### src/rtl/spi_flash_reader.sv
// spi_flash_reader: runs a flash READ burst through a register-mapped SPI peripheral and streams the payload out
module spi_flash_reader #(
    parameter logic [7:0] READ_CMD = 8'h03,
    parameter logic [7:0] FILL     = 8'hFF
) (
    input  logic        clk,
    input  logic        n_rst,
    input  logic        start,
    input  logic [23:0] addr,
    input  logic [7:0]  len,
    output logic        busy,
    output logic        done,
    output logic [7:0]  out_data,
    output logic        out_valid,
    input  logic        out_ready,
    output logic        spi_ren,
    output logic [2:0]  spi_raddr,
    input  logic [7:0]  spi_rdata,
    output logic        spi_wen,
    output logic [2:0]  spi_waddr,
    output logic [7:0]  spi_wdata
);
    localparam logic [3:0] IDLE   = 4'd0;
    localparam logic [3:0] CS_ON  = 4'd1;
    localparam logic [3:0] TX     = 4'd2;
    localparam logic [3:0] GAP    = 4'd3;
    localparam logic [3:0] POLL   = 4'd4;
    localparam logic [3:0] RD     = 4'd5;
    localparam logic [3:0] CAP    = 4'd6;
    localparam logic [3:0] OUT    = 4'd7;
    localparam logic [3:0] CS_OFF = 4'd8;
    localparam logic [3:0] FIN    = 4'd9;

    logic [3:0]  state;
    logic [23:0] addr_q;
    logic [7:0]  len_q;
    logic [7:0]  idx;
    logic [2:0]  hdr;
    logic        poll_pend;
    logic [7:0]  tx_byte;

    // Burst sequencer; hdr 0..3 are the header bytes, hdr 4 means payload FILL transfers.
    // poll_pend marks that spi_rdata now carries a STATUS read issued last cycle.
    always_ff @(posedge clk) begin
        if (!n_rst) begin
            state     <= IDLE;
            addr_q    <= 24'd0;
            len_q     <= 8'd0;
            idx       <= 8'd0;
            hdr       <= 3'd0;
            poll_pend <= 1'b0;
            out_data  <= 8'h00;
            out_valid <= 1'b0;
        end else begin
            poll_pend <= state == POLL;
            case (state)
                IDLE: if (start) begin
                    addr_q <= addr;
                    len_q  <= len;
                    idx    <= 8'd0;
                    state  <= CS_ON;
                end
                CS_ON: begin
                    hdr   <= 3'd0;
                    state <= TX;
                end
                TX:  state <= GAP;
                GAP: state <= POLL;
                POLL: if (poll_pend && !spi_rdata[0]) begin
                    if (hdr < 3'd4) begin
                        hdr   <= hdr + 3'd1;
                        state <= TX;
                    end else begin
                        state <= RD;
                    end
                end
                RD: state <= CAP;
                CAP: begin
                    out_data  <= spi_rdata;
                    out_valid <= 1'b1;
                    state     <= OUT;
                end
                OUT: if (out_ready) begin
                    out_valid <= 1'b0;
                    idx       <= idx + 8'd1;
                    state     <= (idx == len_q - 8'd1) ? CS_OFF : TX;
                end
                CS_OFF:  state <= FIN;
                FIN:     state <= IDLE;
                default: state <= IDLE;
            endcase
        end
    end

    // Status outputs and register-bus strobes decoded straight from the state.
    always_comb begin
        busy      = state != IDLE;
        done      = state == FIN;
        tx_byte   = hdr == 3'd0 ? READ_CMD :
                    hdr == 3'd1 ? addr_q[23:16] :
                    hdr == 3'd2 ? addr_q[15:8] :
                    hdr == 3'd3 ? addr_q[7:0] : FILL;
        spi_ren   = state == POLL || state == RD;
        spi_raddr = state == POLL ? 3'd1 : 3'd0;
        spi_wen   = state == CS_ON || state == TX || state == CS_OFF;
        spi_waddr = state == TX ? 3'd0 : 3'd2;
        spi_wdata = state == CS_ON ? 8'h01 : state == CS_OFF ? 8'h00 : tx_byte;
    end
endmodule

### config.mk
export PLATFORM = sky130hd
export DESIGN_NAME = spi_flash_reader
export DESIGN_NICKNAME = d
export VERILOG_FILES = /design/src/rtl/spi_flash_reader.sv
export SDC_FILE = /design/constraint.sdc
export NUM_CORES = 1
export LEC_CHECK = 0
export ABC_CLOCK_PERIOD_IN_PS = 2100
export CAP_MARGIN = 20
export CORE_UTILIZATION = 45
export DETAILED_ROUTE_END_ITERATION = 12
export GPL_TIMING_DRIVEN = 1
export PLACE_DENSITY = 0.8
export SETUP_SLACK_MARGIN = 0.1
export SYNTH_ARGS = -nofsm -noshare
export SYNTH_HDL_FRONTEND = slang
export SYNTH_SLANG_ARGS = --single-unit
export TNS_END_PERCENT = 1
### constraint.sdc
create_clock -name clk -period 2.1 [get_ports clk]
set_input_delay 0.525 -clock clk [delete_from_list [all_inputs] [get_ports clk]]
set_output_delay 0.525 -clock clk [all_outputs]
set_load 0.01 [all_outputs]
==> summary.md, run 1 <==
| Metric | Value |
|---|---|
| Final TNS setup | `-1.55 ns` |
| Path type of the worst min-delay path | `register to register` |
| #FFs+latches synth | `57` |
| Row count | `29` |
| Power per Cell Area | `782 mW/mm²` |
| Number of global-route vias before repair | `2814` |
| Die width | `84.0 µm` |
| Data arrival time of the critical path | `1.80 ns` |
| Number of antenna violations at the first check in global routing | `0` |
| H-Tree Level Count | `3` |
| Buffer levels on the longest clock path | `2` |
| Result of the run | `finished with violations` |
| Leakage power figure | `1.69 nW` |
| Number of diodes | `0` |
| All-Layer GR Usage | `0.235` |
| Violated checks | `DRC, setup timing` |
| Worst vdd ir | `528 µV` |
| Seq/Total Area, Yosys | `0.377` |
| Post-place instance area | `0.00384 mm²` |
| RSZ-0062 raised after global routing | `true` |
| Number of enable flip-flop cells after synthesis | `0` |
| Crit start category | `register` |
| WL final | `7530 µm` |
| Number of buffers inserted for hold repair after clock tree synthesis | `0` |
| Starting density of the core | `0.471` |
| Worst Setup Path Type | `register to output pin` |
| Post-Route Utilization | `0.651` |
| TritonCTS Buffers | `9` |
| Hold violation total from the final report | `0` |
| XOR/XNOR share of the synthesized area | `0.0492` |
| Highest clock rate | `0.430 GHz` |
| Area growth from synthesis to final layout | `38.1%` |
| FFs w/ async S/R, synth | `0` |
| DIE HEIGHT | `84.0 µm` |
| Area of the core | `0.00642 mm²` |
| Mapped Avg Cell Area | `7.86 µm²` |
| Final RePlAce weighted congestion | `0.865` |
| Via count | `2847` |
| Slew Viols, Final | `0` |
| Remaining Overflow, GRT | `0` |
| Worst hold margin | `0.453 ns` |
| Clock network latency to the later pin of the worst-skew pair | `0.34 ns` |
| Fraction of the mapped netlist area in compound gates | `0.209` |
| Port buffer count | `66` |
| Cell type with the highest aggregate area in the netlist | `dfxtp_1` |
| I/O pin total | `71` |
| Wire length of the first global-routing pass | `13200 µm` |
| Commonest cells after routing, fill and taps aside | `nand2_1 (94), dfxtp_1 (55), clkdlybuf4s50_1 (52)` |
| Cells after Synth | `385` |
| Combinational family with the most area after synthesis | `simple AND/OR/NAND/NOR gates` |
| Worst reg-to-reg path cell count | `7` |
| Post-route minimum period | `2.33 ns` |
| Final standard cell area without fillers | `0.00418 mm²` |
| Fraction of layout cells with a size suffix above 1 | `0.180` |
| Cell types with the largest area share after synthesis | `dfxtp_1 (38%), nand2_1 (12%), a21boi_1 (7.9%)` |
| Synth unique cells | `49` |
| Pwr Total | `3.27 mW` |
| Synthesized cell area | `0.00303 mm²` |
| Residual DRC count | `10` |
| Pre-antenna DRT Iters | `9` |
| Yosys warning total | `0` |
| Final Worst Setup Slack | `-0.227 ns` |
| Min-Delay Path Depth | `2` |
| Fill cell total of the finished layout | `497` |
| Post-synthesis adder-cell area fraction | `0.0289` |
| Number of nets in the layout | `517` |
| Slew at the pin closest to its max-slew limit | `0.465 ns` |
| Most common library cell in the layout ignoring fill and taps | `nand2_1` |
| Critical path peak fanout | `5` |
| Clock Pin Slew Worst Setup and Hold Paths | `0.07 ns` |
| Violation count after the first detailed-route iteration | `140` |
| Commonest register cell after synthesis | `dfxtp_1` |
| Crit. End Element | `output pin` |
| Antenna-violating nets left | `0` |
| Num Clock Sinks | `57` |
| Post-detailed-route via-to-cell ratio | `5.20` |
| Die area | `0.00706 mm²` |
| Largest net degree at the start of global routing | `58` |
| Count of maximum capacitance violations | `0` |
| Worst rel slew slack | `0.682` |
| Final setup fails | `8` |
| Clock Skews | `0.00665 ns` |
| Clock tree from TritonCTS | `yes` |
| Top cell type's share of synthesized area | `0.377` |
| Fraction of the mapped netlist area in simple logic gates | `0.256` |
| Final period util | `1.11` |
| DP Wirelength | `5160 µm` |
| Multiplexer share of the synthesized area | `0.00992` |
| Worst path required time | `1.57 ns` |
| Routed wirelength normalized by instance count | `13.7 µm` |
| Clock tree root driver cell | `clkbuf_8` |
repair_timing:
item	in CTS	in global routing
setup buffers	5	0
setup endpoints to repair	14	12
cloned	1	0
pin swaps	11	0
resized for setup	73	15
Yosys cell counts (3+ instances only):
library cell,instances
dfxtp_1,57
buf_4,6
nand2b_1,5
nand4_1,5
a211oi_1,7
nand2_1,95
ha_1,7
a21boi_1,32
nand3_1,6
inv_1,19
o21a_1,4
o21ai_0,7
and2_1,6
nor2b_1,6
clkbuf_1,10
a31oi_1,4
or3_1,3
and3_1,3
a21boi_0,10
a21oi_1,17
mux2i_1,3
nor2_1,20
buf_2,8
xor2_1,8
xnor2_1,9
flip-flops by register name, summed over array words and instances (netlist names):
signal	count
addr_q	24
hdr	3
idx	8
len_q	8
out_data	8
out_valid	1
poll_pend	1
state	4
worst paths after layout:
check	start	end	slack (ns)
max reg2reg	len_q[0]	state[3]	0.33
max	hdr[1]	spi_wdata[6]	-0.23
min reg2reg	addr_q[2]	addr_q[2]	0.45
min	addr_q[2]	addr_q[2]	0.45
through the flow:
stage	instances	setup WS [ns]
after floorplan	388	0.0676
after global placement	526	-0.329
after detailed placement	526	-0.443
after CTS	548	-0.216
after global routing	548	-0.344
final	548	-0.227
power by group:
group          switching, mW  internal, mW  leakage [nW]
sequential            0.0788          1.19         0.466
combinational          0.540         0.470          1.13
clock                  0.451         0.541        0.0998
worst max-delay path, stage by stage, from the launching register on:
cell and delay, ns:
dfxtp_4 0.37, ha_4 0.17, ha_4 0.18, buf_4 0.16
a21oi_2 0.13, a21oi_1 0.05, a211oi_1 0.23, buf_2 0.18
cells by family (layout without fill, tap and decap cells):
group | count (synthesis) | after routing
compound gates | 92 | 92
flops | 57 | 57
fa+ha+maj | 7 | 7
xor+xnor | 17 | 17
buf+inv | 45 | 128
mux | 3 | 3
other cells | 1 | 4
simple gates | 163 | 163
metal layers:
layer  GRT usage  wire length (µm)  vias to the layer above
met1       0.282              3230                     1327
met5           0                 0                        -
met2       0.399              3850                       65
met4       0.102               161                        0
met3      0.0534               286                       13
li1            -                 -                     1442
cell type report:
cell class	count	area (µm²)	share of cell area
Timing Repair Buffer	92	860	0.206
Sequential cell	57	1150	0.275
Multi-Input combinational cell	286	1820	0.434
Clock inverter	6	58.8	0.0141
Clock buffer	10	128	0.0305
Tap cell	77	96.3	0.0230
Inverter	20	75.1	0.0179
Power figures use the tool's default switching activity.
==> run 2: changes to the inputs <==
--- a/config.mk
+++ b/config.mk
@@ -7,10 +7,10 @@
 export LEC_CHECK = 0
 export ABC_CLOCK_PERIOD_IN_PS = 2100
 export CAP_MARGIN = 20
-export CORE_UTILIZATION = 45
+export CORE_UTILIZATION = 50
 export DETAILED_ROUTE_END_ITERATION = 12
 export GPL_TIMING_DRIVEN = 1
-export PLACE_DENSITY = 0.8
+export PLACE_DENSITY = 0.87
 export SETUP_SLACK_MARGIN = 0.1
 export SYNTH_ARGS = -nofsm -noshare
 export SYNTH_HDL_FRONTEND = slang
==> summary.md, run 2 (same netlist as run 1, synthesis figures left out) <==
| Metric | Value |
|---|---|
| Area of the core | `0.00568 mm²` |
| Via count | `3069` |
| Post-place setup slack | `-0.400 ns` |
| Crit. End Element | `output pin` |
| TritonCTS Buffers | `9` |
| Final RePlAce weighted congestion | `0.837` |
| Non-filler instance count after layout | `540` |
| Path type of the worst min-delay path | `register to register` |
| Crit start category | `register` |
| Slew Viols, Final | `0` |
| Power per Cell Area | `816 mW/mm²` |
| Met2 WL post-DR | `4240 µm` |
| Residual DRC count | `0` |
| Placed cells | `522` |
| Clock Skews | `0.00861 ns` |
| Critical path peak fanout | `7` |
| Num Clock Sinks | `57` |
| Area growth from synthesis to final layout | `38.7%` |
| Number of buffers inserted for hold repair after clock tree synthesis | `0` |
| Clock Pin Slew Worst Setup and Hold Paths | `0.07 ns` |
| Number of antenna violations at the first check in global routing | `0` |
| Remaining Overflow, GRT | `0` |
| Hold violation total from the final report | `0` |
| Highest metal layer used by the detailed router | `met4` |
| All-Layer GR Usage | `0.277` |
| Worst hold margin | `0.454 ns` |
| Data arrival time of the critical path | `1.88 ns` |
| Most common library cell in the layout ignoring fill and taps | `nand2_1` |
| Leakage power figure | `1.69 nW` |
| Fraction of power consumed by the clock network | `0.324` |
| H-Tree Level Count | `3` |
| Flip-flop count of the largest register, all copies and words added | `24` |
| Combinational share of power | `0.305` |
| DIE HEIGHT | `79.8 µm` |
| Routed wirelength normalized by instance count | `16.0 µm` |
| Number of global-route vias before repair | `2823` |
| Clock network latency to the later pin of the worst-skew pair | `0.34 ns` |
| Commonest cells after routing, fill and taps aside | `nand2_1 (94), dfxtp_1 (53), clkdlybuf4s50_1 (52)` |
| Clock tree root driver cell | `clkbuf_8` |
| Post-route minimum period | `2.40 ns` |
| Antenna-violating nets left | `0` |
| Number of diodes | `0` |
| Pre-antenna DRT Iters | `6` |
| Number of nets in the layout | `515` |
| Clock tree from TritonCTS | `yes` |
| Sequential fraction of design power | `0.371` |
| Final setup fails | `8` |
| DP Wirelength | `4980 µm` |
| Count of maximum capacitance violations | `0` |
| CP bufs+invs | `2` |
| Die area | `0.00637 mm²` |
| Critical Path Max Stage Delay | `0.38 ns` |
| Routed length on met3 | `580 µm` |
| Final Worst Setup Slack | `-0.304 ns` |
| Starting density of the core | `0.534` |
| Result of the run | `finished with violations` |
| Largest net degree at the start of global routing | `58` |
| Fill cell total of the finished layout | `391` |
| Die width | `79.8 µm` |
| Largest Register | `addr_q` |
| Worst path required time | `1.57 ns` |
| Switching portion of total power | `0.319` |
| RSZ-0062 raised after global routing | `true` |
| Port buffer count | `66` |
| Buffer levels on the longest clock path | `2` |
| Sequential Area | `0.00115 mm²` |
| Cell internal power dissipation | `2.34 mW` |
| Post-detailed-route via-to-cell ratio | `5.68` |
| Post-Route Utilization | `0.740` |
| Violation count after the first detailed-route iteration | `295` |
| Highest clock rate | `0.416 GHz` |
| Multi-input gate area in the final layout | `0.00182 mm²` |
| Critical-path top delay cell | `dfxtp_4` |
| Met1 layer wirelength in the final routing | `3470 µm` |
| Row count | `27` |
| Wire length of the first global-routing pass | `13400 µm` |
| Fraction of layout cells with a size suffix above 1 | `0.190` |
| Kind of cell with the highest combined delay on the critical path | `compound AO/OA/AOI/OAI gates` |
| Net switching component of the power | `1.09 mW` |
| I/O pin total | `71` |
| Cells along the critical path | `inv_2 -> ha_4 -> nor2b_1 -> a21oi_1 -> o32a_1 -> o221a_2 -> buf_6` |
| Worst vdd ir | `518 µV` |
| Violated checks | `setup timing` |
| WL final | `8630 µm` |
| Final period util | `1.14` |
| Worst Setup Path Type | `register to output pin` |
[run 2: changes by cell type in the layout (fill, tap and decap cells not counted), sizes merged]
cell          change
buf               -2
clkbuf            +3
clkinv            -4
dlygate4sd2       +1
dlymetal6s2s      -1
[run 2: cell type report]
cell class | count | area share
Multi-Input combinational cell | 286 | 0.434
Inverter | 20 | 0.0185
Tap cell | 72 | 0.0214
Sequential cell | 57 | 0.274
Clock buffer | 13 | 0.0426
Timing Repair Buffer | 90 | 0.201
Clock inverter | 2 | 0.00834
[run 2: worst register-to-register path: stages, from the launching register on]
cell     delay [ns]
dfxtp_1        0.35
inv_1          0.08
ha_1           0.19
nor3b_1        0.26
xnor2_1        0.15
nand3_1        0.09
nor4_1         0.29
a41o_1         0.22
[run 2: through the flow]
step           power, mW  cell area [µm²]  TNS, ns
2_1_floorplan       1.91             3040        0
3_3_place_gp        2.25             3840    -2.40
3_5_place_dp        2.28             3840    -2.89
5_1_grt             3.59             4200    -2.24
4_1_cts             3.39             4140    -1.61
6_report            3.43             4200    -1.77
[run 2: path summary, 6_finish.rpt]
path	end	startpoint	slack, ns	cells after the start
worst min-delay path	addr_q[5]	addr_q[5]	0.45	2
worst max register to register	state[3]	len_q[0]	0.40	7
worst max-delay path	spi_wdata[1]	hdr[1]	-0.30	7
worst min register to register	addr_q[5]	addr_q[5]	0.45	2
[run 2: timing repair]
action,4_1_cts,5_1_grt
setup endpoints to repair,14,12
pin swaps,11,3
resized for setup,71,23
buffers inserted,2,0
gates cloned,1,0
[run 2: power groups by stage]
stage / registers, mW / logic, mW / clock network [mW]
global placement: 1.28 / 0.967 / 0
CTS: 1.27 / 1.01 / 1.11
global route: 1.29 / 1.13 / 1.17
finish: 1.27 / 1.05 / 1.11
detailed placement: 1.29 / 0.992 / 0
floorplan: 1.27 / 0.635 / 0
[run 2: routing by layer]
| metal | global-route usage | up-vias |
|---|---|---|
| met3 | 0.0469 | 44 |
| li1 | - | 1435 |
| met2 | 0.484 | 164 |
| met4 | 0.136 | 0 |
| met1 | 0.325 | 1426 |
| met5 | 0 | - |
